--- src/rtl/seq_divider_nbit_pkg.sv ---
// Shared constants for the sequential divider: FSM encoding and adder op select.
package seq_divider_nbit_pkg;

  typedef enum logic [1:0] {
    IDLE = 2'd0,
    RUN  = 2'd1,
    FIX  = 2'd2
  } state_t;

  localparam logic OP_ADD = 1'b0;
  localparam logic OP_SUB = 1'b1;

endpackage

--- src/rtl/adder_subtractor_nbit.sv ---
// n-bit adder/subtractor: i_add_n = 1 computes a - b, 0 computes a + b.
module adder_subtractor_nbit #(
  parameter int n = 4
) (
  input  logic [n-1:0] i_a,
  input  logic [n-1:0] i_b,
  input  logic         i_add_n,
  output logic [n-1:0] o_sum,
  output logic         o_cout
);

  logic [n-1:0] w_b_eff;

  // Two's-complement subtract: invert b and inject the +1 as carry-in.
  assign w_b_eff = i_b ^ {n{i_add_n}};
  assign {o_cout, o_sum} = {1'b0, i_a} + {1'b0, w_b_eff} + (n+1)'(i_add_n);

endmodule

--- src/rtl/seq_divider_nbit.sv ---
// Non-restoring unsigned divider, one quotient bit per clock, start/busy/done handshake.
module seq_divider_nbit
  import seq_divider_nbit_pkg::*;
#(
  parameter int n = 4
) (
  input  logic         clk,
  input  logic         reset_n,
  input  logic         start,
  input  logic [n-1:0] dividend,
  input  logic [n-1:0] divisor,
  output logic         busy,
  output logic         done,
  output logic [n-1:0] quotient,
  output logic [n-1:0] remainder,
  output logic         div_zero
);

  localparam int CW = $clog2(n+1);

  state_t        r_state;
  logic [n:0]    r_a;
  logic [n-1:0]  r_q;
  logic [n-1:0]  r_m;
  logic [CW-1:0] r_cnt;
  logic          r_dz;

  logic [n:0]    w_a_in;
  logic [n:0]    w_b_in;
  logic [n:0]    w_sum;
  logic          w_op;
  logic          w_cout_unused;

  // RUN feeds the shifted partial remainder; FIX feeds A unchanged for the final correction.
  always_comb begin
    w_a_in = {r_a[n-1:0], r_q[n-1]};
    w_b_in = {1'b0, r_m};
    w_op   = r_a[n] ? OP_ADD : OP_SUB;
    if (r_state == FIX) begin
      w_a_in = r_a;
      w_op   = OP_ADD;
    end
  end

  adder_subtractor_nbit #(.n(n+1)) u_addsub (
    .i_a     (w_a_in),
    .i_b     (w_b_in),
    .i_add_n (w_op),
    .o_sum   (w_sum),
    .o_cout  (w_cout_unused)
  );

  always_ff @(posedge clk or negedge reset_n) begin
    if (!reset_n) begin
      r_state   <= IDLE;
      r_a       <= '0;
      r_q       <= '0;
      r_m       <= '0;
      r_cnt     <= '0;
      r_dz      <= 1'b0;
      busy      <= 1'b0;
      done      <= 1'b0;
      quotient  <= '0;
      remainder <= '0;
      div_zero  <= 1'b0;
    end else begin
      done <= 1'b0;
      case (r_state)
        IDLE: begin
          if (start) begin
            r_a     <= '0;
            r_q     <= dividend;
            r_m     <= divisor;
            r_cnt   <= '0;
            r_dz    <= (divisor == '0);
            busy    <= 1'b1;
            r_state <= RUN;
          end
        end
        RUN: begin
          r_a   <= w_sum;
          r_q   <= {r_q[n-2:0], ~w_sum[n]};
          r_cnt <= r_cnt + CW'(1);
          if (r_cnt == CW'(n-1)) r_state <= FIX;
        end
        FIX: begin
          r_a       <= r_a[n] ? w_sum : r_a;
          quotient  <= r_q;
          remainder <= r_a[n] ? w_sum[n-1:0] : r_a[n-1:0];
          div_zero  <= r_dz;
          done      <= 1'b1;
          busy      <= 1'b0;
          r_state   <= IDLE;
        end
        default: begin
          busy    <= 1'b0;
          r_state <= IDLE;
        end
      endcase
    end
  end

endmodule

--- config.mk ---
export PLATFORM = sky130hd
export DESIGN_NAME = seq_divider_nbit
export DESIGN_NICKNAME = d
export VERILOG_FILES = /design/src/rtl/seq_divider_nbit_pkg.sv /design/src/rtl/adder_subtractor_nbit.sv /design/src/rtl/seq_divider_nbit.sv
export SDC_FILE = /design/constraint.sdc
export NUM_CORES = 1
export LEC_CHECK = 0
export CORE_UTILIZATION = 45
export CTS_CLUSTER_DIAMETER = 100
export DETAILED_ROUTE_END_ITERATION = 10
export PLACE_DENSITY_LB_ADDON = 0.05
export SLEW_MARGIN = 20
export SYNTH_ARGS = -nofsm -noshare
export SYNTH_HDL_FRONTEND = slang
export SYNTH_HIERARCHICAL = 1
export SYNTH_SLANG_ARGS = --single-unit
--- constraint.sdc ---
create_clock -name clk -period 2.6 [get_ports clk]
set_input_delay 0.26 -clock clk [delete_from_list [all_inputs] [get_ports clk]]
set_output_delay 0.26 -clock clk [all_outputs]
set_load 0.02 [all_outputs]
==> results of run 1 <==
state kept, by name, indices dropped and copies added (netlist names):
signal	cells
done	1
busy	1
r_dz	1
r_state	2
r_m	4
r_q	4
quotient	4
r_a	5
div_zero	1
r_cnt	3
remainder	4
path summary, 6_finish.rpt:
check,slack (ns),cells past startpoint,endpoint,startpoint
max in group asynchronous,1.92,2,r_state[1]$_DFFE_PN0P_,reset_n
max,0.16,11,r_q[0]$_DFFE_PN0P_,r_state[1]$_DFFE_PN0P_
min reg2reg,0.49,2,r_cnt[2]$_DFFE_PN0P_,r_cnt[2]$_DFFE_PN0P_
max reg2reg,0.16,11,r_q[0]$_DFFE_PN0P_,r_state[1]$_DFFE_PN0P_
min in group clk,0.49,2,r_cnt[2]$_DFFE_PN0P_,r_cnt[2]$_DFFE_PN0P_
min,0.38,2,done$_DFF_PN0_,reset_n
worst register-to-register path, cell delays in order (launching register included):
cell      delay, ns
dfrtp_2        0.44
ha_4           0.19
nor2_1         0.12
buf_4          0.17
xor2_2         0.16
inv_1          0.08
fa_1           0.43
nor2b_1        0.16
o31ai_2        0.08
xnor2_1        0.15
and3_1         0.16
a211oi_1       0.22
cell type report:
class                      count  area (um^2)
tap                           48        60.06
sequential                    30        752.0
fill                         325         1509
clock buffer                   8        110.1
timing repair buffer          31        285.3
multi-input combinational    107        914.6
inverter                       8        30.03
power breakdown:
| part | switching, mW | internal (mW) | leakage, nW | total (mW) |
|---|---|---|---|---|
| combinational | 0.867 | 0.872 | 0.549 | 1.74 |
| clock | 0.170 | 0.267 | 0.0575 | 0.437 |
| sequential | 0.151 | 0.678 | 0.375 | 0.829 |
layout by cell type (no fill, tap or decap), drive strengths merged:
cell type,count
a211oi,1
a21o,1
a21oi,10
a221o,3
a22o,1
a32oi,1
and3,5
buf,10
clkbuf,8
clkdlybuf4s50,21
conb,1
dfrtp,30
fa,1
ha,13
inv,8
mux2,19
mux2i,6
nand2,7
nand2b,3
nand3,2
nor2,9
nor2b,3
nor3,1
nor3b,1
o21ai,7
o22ai,1
o31ai,1
or2,1
or4,1
xnor2,2
xor2,6
per-stage QoR:
stage	total power, mW	cell area (um^2)	hold slack (ns)
detailed placement	2.508	1997	0.4804
CTS	2.973	2111	0.3897
floorplan	2.033	1709	-0.03559
global placement	2.465	1997	0.4635
finish	3.006	2152	0.3793
global route	3.257	2152	0.4032
what timing repair did:
action	in CTS	in global routing
gates cloned	0	0
endpoints found under the setup margin	1	3
resized for setup	1	6
buffers inserted	0	2
hold buffers	0	0
routing by layer:
layer / track usage (%) / share of wire, % / routed length [um] / vias up
met4: 8.807 / 1.3 / 41 / 0
met5: 0 / 0 / 0 / -
met2: 30.19 / 48 / 1572 / 18
li1: - / - / - / 587
met3: 3.804 / 2.7 / 89 / 5
met1: 23.17 / 48 / 1577 / 586
==> results.ini, run 1 <==
[run_status]
status=complete, no violations

[placement]
io_buffers=21
dpl_worst_slack_ns=0.01508
place_hpwl_mm=2.423
place_congestion=0.8638
dp_cells=222

[global_routing]
gr-total-overflow=0
grt_max_degree=31
grt_use_total_pct=18.50
grt_pass1_vias=1273
antenna_found_initial=0
grt_pass1_wl_mm=5.789

[sta]
layout_setup_ws_ns=0.1627
rsz0062_at_grt=false
timing.fmax_mhz=410.3
tns_ns=0
hold_viol_final=0
min_period_ns=2.437
final.setup_skew_ns=0.002626
finalSetupViolations=0
period_share_pct=93.74
final_max_slew_viol_count=0

[floorplanning]
die_h_um=63.61
die_w_um=63.61
start_util_pct=46.65
rows=22
fp.dieArea_um2=4046
coreArea_um2=3661
io_pins=22

[setup_path]
crit_fanout=5
slowest_stage=dfrtp_2
crit_buf_inv=2
worstSetupPathType=reg -> reg
worstPathCellList=ha_4, nor2_1, buf_4, xor2_2, inv_1, fa_1, nor2b_1, o31ai_2, xnor2_1, and3_1, a211oi_1
crit_arrival_ns=2.62
crit_path_end_kind=register
startpoint_type=register
critPathTopFamily=adder cells
required_ns=2.78
slowest_delay_ns=0.44

[layout]
nets=208
stdcell_count=232
area_growth_pct=26.01
diodes=0
final_util_pct=58.78
drive_above_1_share_pct=26.09

[synth]
yosysWarnings=6
syn-num-nets=176
synth_cells=151
syn_area_per_cell_um2=11.31
syn_area_um2=1708

[clock_tree]
clk_path_buf_depth=2
cts.sinks=30
clk_root_buffer_cell=clkbuf_8
cts_tree=done
cts_made_buffers=5
htree_levels=2
clkTransAtPathRegs_ns=0.06
worst_skew_pair.late_latency_ns=0.27

[pwr]
max-vdd-ir-drop_mv=0.6143
p_leak_nw=0.9820
power.density_nw_per_um2=1397

[route]
wl_per_cell_um=14.14
drt_iter0_markers=63
routed_wl_mm=3.280
vias=1196
drtPass1Iterations=4
vias_per_cell=5.155
drc=0
ant_nets=0

[min_path]
hp-class=in -> async

[flow_run]
maxCapViolations=0

Power figures use the tool's default switching activity.
==> inputs of run 2 (changes only) <==
--- a/config.mk
+++ b/config.mk
@@ -9,4 +9,5 @@
 export CTS_CLUSTER_DIAMETER = 100
 export DETAILED_ROUTE_END_ITERATION = 10
+export GPL_TIMING_DRIVEN = 1
 export PLACE_DENSITY_LB_ADDON = 0.05
 export SLEW_MARGIN = 20
==> constraint.sdc (replaced) <==
create_clock -name clk -period 2.6 [get_ports clk]
set_input_delay 0.26 -clock clk [delete_from_list [all_inputs] [get_ports clk]]
set_output_delay 0.26 -clock clk [all_outputs]
set_load 0.01 [all_outputs]
==> results of run 2 <==
The final DEF is identical to that of run 1. Status: complete, no violations.
Among the figures that moved: total power 3.006 mW -> 2.943 mW; worst IR drop on VDD 0.6143 mV -> 0.6045 mV
==> inputs of run 3 (changes only) <==
Settings changed: ABC_CLOCK_PERIOD_IN_PS set to 2600, CORE_MARGIN set to 3.
==> run 3 against run 2 <==
Cell count decreased by 2.2%. Die area increased by 13%. Combinational power about the same. Critical path depth decreased by 1. Global-route usage decreased by 1.3 points. Count of clock-buffer cells in the layout decreased by 1. Register-to-register slack about the same. First-iteration DRC count increased by 6.3%. Worst hold slack got worse by 0.021 ns. Via count increased by 2.9%. Flip-flop and latch count unchanged. Core utilization increased by 1.5 points. Largest cell class unchanged. Largest power group unchanged. Highest routed layer unchanged.
==> results.ini, run 3 (synthesis results as in run 1) <==
[floorplanning]
coreArea_um2=3495  ; was 3661 um^2
die_w_um=67.61  ; was 63.61 um
die_h_um=67.61  ; was 63.61 um
fp.dieArea_um2=4570  ; was 4046 um^2
start_util_pct=48.87  ; was 46.65%
io_pins=22  ; unchanged
rows=21  ; was 22

[global_routing]
grt_pass1_wl_mm=5.747  ; was 5.789 mm
grt_pass1_vias=1234  ; was 1273
grt_max_degree=31  ; unchanged
grt_use_total_pct=17.23  ; was 18.50%
antenna_found_initial=0  ; unchanged
gr-total-overflow=0  ; unchanged

[placement]
dpl_worst_slack_ns=0.04024  ; was 0.01508 ns
io_buffers=21  ; unchanged
place_hpwl_mm=2.487  ; was 2.423 mm
dp_cells=219  ; was 222
place_congestion=0.8028  ; was 0.8638

[setup_path]
crit_fanout=4  ; was 5
crit_path_end_kind=register  ; unchanged
crit_arrival_ns=2.62  ; about the same
ff2ff_path_depth=10  ; was 11
r2r_end=r_a[3]$_DFFE_PN0P_  ; was r_q[0]$_DFFE_PN0P_
required_ns=2.77  ; was 2.78 ns
worstSetupPathType=reg -> reg  ; unchanged
startpoint_type=register  ; unchanged
reg2reg_slack_ns=0.15  ; was 0.16 ns
reg2reg_from=r_state[0]$_DFFE_PN0P_  ; was r_state[1]$_DFFE_PN0P_

[layout]
final_cell_mix=dfrtp_1, clkdlybuf4s50_1, mux2_2  ; unchanged
nets=205  ; was 208
stdcell_count=227  ; was 232
layout_commonest_cell=dfrtp_1  ; unchanged
drive_above_1_share_pct=23.20  ; was 26.09%
diodes=0  ; unchanged
fillers=300  ; was 325
regMostFlops=r_a  ; unchanged
largest_register_ffs=5  ; unchanged
area_growth_pct=23.37  ; was 26.01%

[min_path]
hp-class=in -> async  ; unchanged

[route]
wl_per_cell_um=15.00  ; was 14.14 um
vias_per_cell=5.423  ; was 5.155
drc=0  ; unchanged
drt_iter0_markers=67  ; was 63
drtPass1Iterations=6  ; was 4
ant_nets=0  ; unchanged
vias=1231  ; was 1196
routed_wl_mm=3.405  ; was 3.280 mm

[sta]
timing.fmax_mhz=407.9  ; was 410.3 MHz
min_period_ns=2.452  ; was 2.437 ns
period_share_pct=94.29  ; was 93.74%
finalSetupViolations=0  ; unchanged
rsz0062_at_grt=false  ; unchanged
final_max_slew_viol_count=0  ; unchanged
hold_viol_final=0  ; unchanged
layout_setup_ws_ns=0.1484  ; was 0.1627 ns
final.setup_skew_ns=0.008365  ; was 0.002626 ns
tns_ns=0  ; unchanged

[clock_tree]
cts_hold_buf=0  ; unchanged
clk_root_buffer_cell=clkbuf_8  ; unchanged
clkTransAtPathRegs_ns=0.06  ; about the same
cts.sinks=30  ; unchanged
postCtsSetupRepairBufs=0  ; unchanged
clk_path_buf_depth=2  ; unchanged
cts_tree=done  ; unchanged
cts_made_buffers=5  ; unchanged
htree_levels=2  ; unchanged
worst_skew_pair.late_latency_ns=0.28  ; was 0.27 ns

[flow_run]
maxCapViolations=0  ; unchanged

[pwr]
p_leak_nw=0.9621  ; was 0.9820 nW
power.density_nw_per_um2=1365  ; was 1367 nW/um^2
max-vdd-ir-drop_mv=0.5926  ; was 0.6045 mV

[run_status]
status=complete, no violations  ; unchanged

-- run 3: cell types whose count changed in the layout (fill, tap and decap cells not counted) --
cell / before / now
buf_4: 10 / 7
clkbuf_1: 0 / 1
clkbuf_8: 8 / 6
clkinv_2: 0 / 1
dfrtp_1: 29 / 30
dfrtp_2: 1 / 0
inv_1: 7 / 8
inv_2: 1 / 0
nor2_1: 9 / 8
nor2_4: 0 / 1
xor2_1: 5 / 6
xor2_2: 1 / 0
-- run 3: worst max-delay path by stage --
stage	from	to	slack, ns	cells after the start
floorplan	r_state[0]$_DFFE_PN0P_	r_q[0]$_DFFE_PN0P_	0.08	13
CTS	r_state[0]$_DFFE_PN0P_	r_q[0]$_DFFE_PN0P_	0.05	10
detailed placement	r_state[0]$_DFFE_PN0P_	r_q[0]$_DFFE_PN0P_	0.04	11
global route	r_state[0]$_DFFE_PN0P_	r_q[0]$_DFFE_PN0P_	0.01	10
global placement	r_state[1]$_DFFE_PN0P_	r_a[4]$_DFFE_PN0P_	0.12	10
finish	r_state[0]$_DFFE_PN0P_	r_a[3]$_DFFE_PN0P_	0.15	10
-- run 3: what timing repair did --
item | 4_1_cts | 5_1_grt
endpoints found under the setup margin | 1 | 2
gates resized for setup | 1 | 5
cloned | 0 | 0
-- run 3: routing by layer --
metal  share of wire (%)  wire length, um  track usage [%]
met5                   0                0                0
met4                 1.4               49            8.608
met3                 4.1              140            4.493
met2                  48             1642            25.76
met1                  46             1572            22.88
-- run 3: power breakdown --
part	internal (mW)	switching (mW)	total (mW)	leakage, nW
clock network	0.213	0.170	0.383	0.0482
logic	0.847	0.820	1.67	0.537
registers	0.677	0.149	0.826	0.377
-- run 3: metrics by stage --
stage	power [mW]	cell area, um^2	hold slack (ns)	util [%]
4_1_cts	2.854	2081	0.3702	59.54
3_3_place_gp	2.405	1987	0.4653	56.86
5_1_grt	3.131	2107	0.3952	60.29
3_5_place_dp	2.448	1987	0.4943	56.86
2_1_floorplan	1.971	1709	-0.03559	-
6_report	2.875	2107	0.3580	60.29
-- run 3: critical path: stages, from the launching register on --
cell and delay [ns]:
dfrtp_1 0.38, inv_1 0.15, ha_4 0.19, buf_4 0.13
mux2_2 0.35, ha_1 0.31, a21oi_1 0.14, o21ai_1 0.09
xor2_1 0.17, and3_1 0.17, mux2_2 0.25
-- run 3: layout make-up --
cell class / count / area (um^2) / share of cell area [%]
Clock inverter: 1 / 5.005 / 0.2375
Clock buffer: 7 / 86.33 / 4.097
Inverter: 8 / 30.03 / 1.425
Tap cell: 46 / 57.56 / 2.732
Sequential cell: 30 / 750.7 / 35.63
Timing Repair Buffer: 28 / 262.8 / 12.47
Multi-Input combinational cell: 107 / 914.6 / 43.41
==> RTL change, RTL diff (flow settings as in run 1) <==
Make the reset (`reset_n`) synchronous in one clocked block.
--- a/src/rtl/seq_divider_nbit.sv
+++ b/src/rtl/seq_divider_nbit.sv
@@ -50,7 +50,7 @@
     .o_cout  (w_cout_unused)
   );
 
-  always_ff @(posedge clk or negedge reset_n) begin
+  always_ff @(posedge clk) begin
     if (!reset_n) begin
       r_state   <= IDLE;
       r_a       <= '0;
Function: differs if reset_n is asserted again (counterexample within 4 cycles, from zero or initial values and one cycle with reset_n low); with reset_n held inactive, the same outputs for 10 cycles.
==> RTL change against run 1 <==
Synthesized area decreased by 2.1%; routed wire length increased by 4.7%; design area shrank 5.9%; synthesized cell count increased by 18%; non-clock buffer count down 5; via count up 8.2%; worst setup slack improved by 0.071 ns; sequential cell count did not move; critical path type unchanged; largest cell class unchanged.
Power is not compared: it rests on default switching activity, and its combinational part moved more than twofold at a synthesized area within 25%.
==> RTL change: results (changes against run 1) <==
- VDD IR-drop max: 0.3034 mV
- Total track usage: 0.1983 (+0.01331)
- Largest stage delay, worst path: 0.37 ns (-0.07 ns)
- Worst hold path type: flop to flop
- Clk_skew: 0.006701 ns (+0.004075 ns)
- RePlAce Congestion: 0.7922 (-8.3%)
- Routed length per instance: 13.85 µm (-2.0%)
- Root Buffer: clkbuf_8
- Fill cell count: 312 (-4.0%)
- Initial antenna violation count: 0 (unchanged)
- Worst Setup SP: r_state[0]$_SDFFE_PN0P_
- Slew @ Worst Pin: ~0.7 ns
- Crit-path max FO: 6 (+1)
- CTS Buf Count: 5 (unchanged)
- Slowest CP cell: mux2_2
- R2R setup slack: 0.23 ns (+0.07 ns)
- Nets: 226 (+8.7%)
- Status: completed
- First-pass GRT wire length: 6037 µm (+4.3%)
- Via density: 5.218 (+1.2%)
- Pin count of the biggest net entering global routing: 23 (-26%)
- CP endpoint: r_q[0]$_SDFFE_PN0P_
- Reg2reg start: r_state[0]$_SDFFE_PN0P_
- Worst skew pair latency: 0.29 ns (+0.02 ns)
- DRT iter0 DRCs: 51 (-19%)
- Post-Place Setup Slack: 0.001866 ns (-0.01321 ns)
- Placed wire-length estimate: 2503 µm (+3.3%)
- Syn_nets: 203 (+15%)
- CP top delay family: multiplexers
- Worst Path Arrival: 2.51 ns (-0.11 ns)
- Crit share post-route: 0.9100 (-0.02747)
- Ant. Diodes: 0 (unchanged)
- Vias in the first global route: 1288 (+1.2%)
- Share of cells above drive strength 1: 0.1485 (-0.1124)
-- RTL change: tightest hold or removal path, delay by kind of cell, from the launching register on --
family / cells / cell delay [ns]
compound gates: 1 / 0.05
flops: 1 / 0.31
simple gates: 1 / 0.05
-- RTL change: power by group through the flow --
stage	Sequential (W)	Combinational, W	Clock [W]
6_report	0.000504	0.000237	0.000386
5_1_grt	0.000507	0.000264	0.000420
4_1_cts	0.000502	0.000232	0.000396
3_5_place_dp	0.000512	0.000231	0
3_3_place_gp	0.000512	0.000225	0
2_1_floorplan	0.000510	0.000178	0
-- RTL change: metrics by stage --
stage	hold slack, ns	power, W	std cells	util	instance area [µm²]
finish	0.4547	0.001127	248	0.5885	2026
global route	0.4956	0.001192	248	0.5885	2026
CTS	0.4633	0.001130	247	0.5769	1986
detailed placement	0.4505	0.0007429	239	0.5496	1892
global placement	0.4446	0.0007366	239	0.5496	1892
floorplan	0.4075	0.0006881	178	-	1672
-- RTL change: repair_timing --
action / CTS / global route
setup endpoints to repair: 1 / 5
buffers inserted: 0 / 1
cloned: 0 / 0
gates resized for setup: 1 / 7
-- RTL change: routing by layer --
| layer | track usage | up-vias | wire length, µm | share of wire |
|---|---|---|---|---|
| li1 | - | 662 | - | - |
| met1 | 0.2338 | 595 | 1568 | 0.46 |
| met2 | 0.3320 | 29 | 1661 | 0.48 |
| met3 | 0.04380 | 8 | 130 | 0.038 |
| met4 | 0.1047 | 0 | 75 | 0.022 |
| met5 | 0 | - | 0 | 0 |
-- RTL change: worst min-delay path by stage --
stage	end	slack, ns	cells after the start
after floorplan	r_m[3]$_SDFFE_PN0P_	0.41	2
after global placement	r_dz$_SDFFE_PN0P_	0.44	2
after detailed placement	r_dz$_SDFFE_PN0P_	0.45	2
after CTS	r_dz$_SDFFE_PN0P_	0.46	2
after global routing	r_dz$_SDFFE_PN0P_	0.50	2
final	r_dz$_SDFFE_PN0P_	0.45	2
-- RTL change: cell type report --
class / count / area (µm²) / share of cell area
multi-input cells: 129 / 993.5 / 0.4904
inverters: 9 / 33.78 / 0.01668
repair buffers: 26 / 247.7 / 0.1223
flip-flops and latches: 30 / 601.8 / 0.2971
well taps: 46 / 57.56 / 0.02841
clock buffers: 7 / 86.33 / 0.04262
clock inverters: 1 / 5.005 / 0.002471
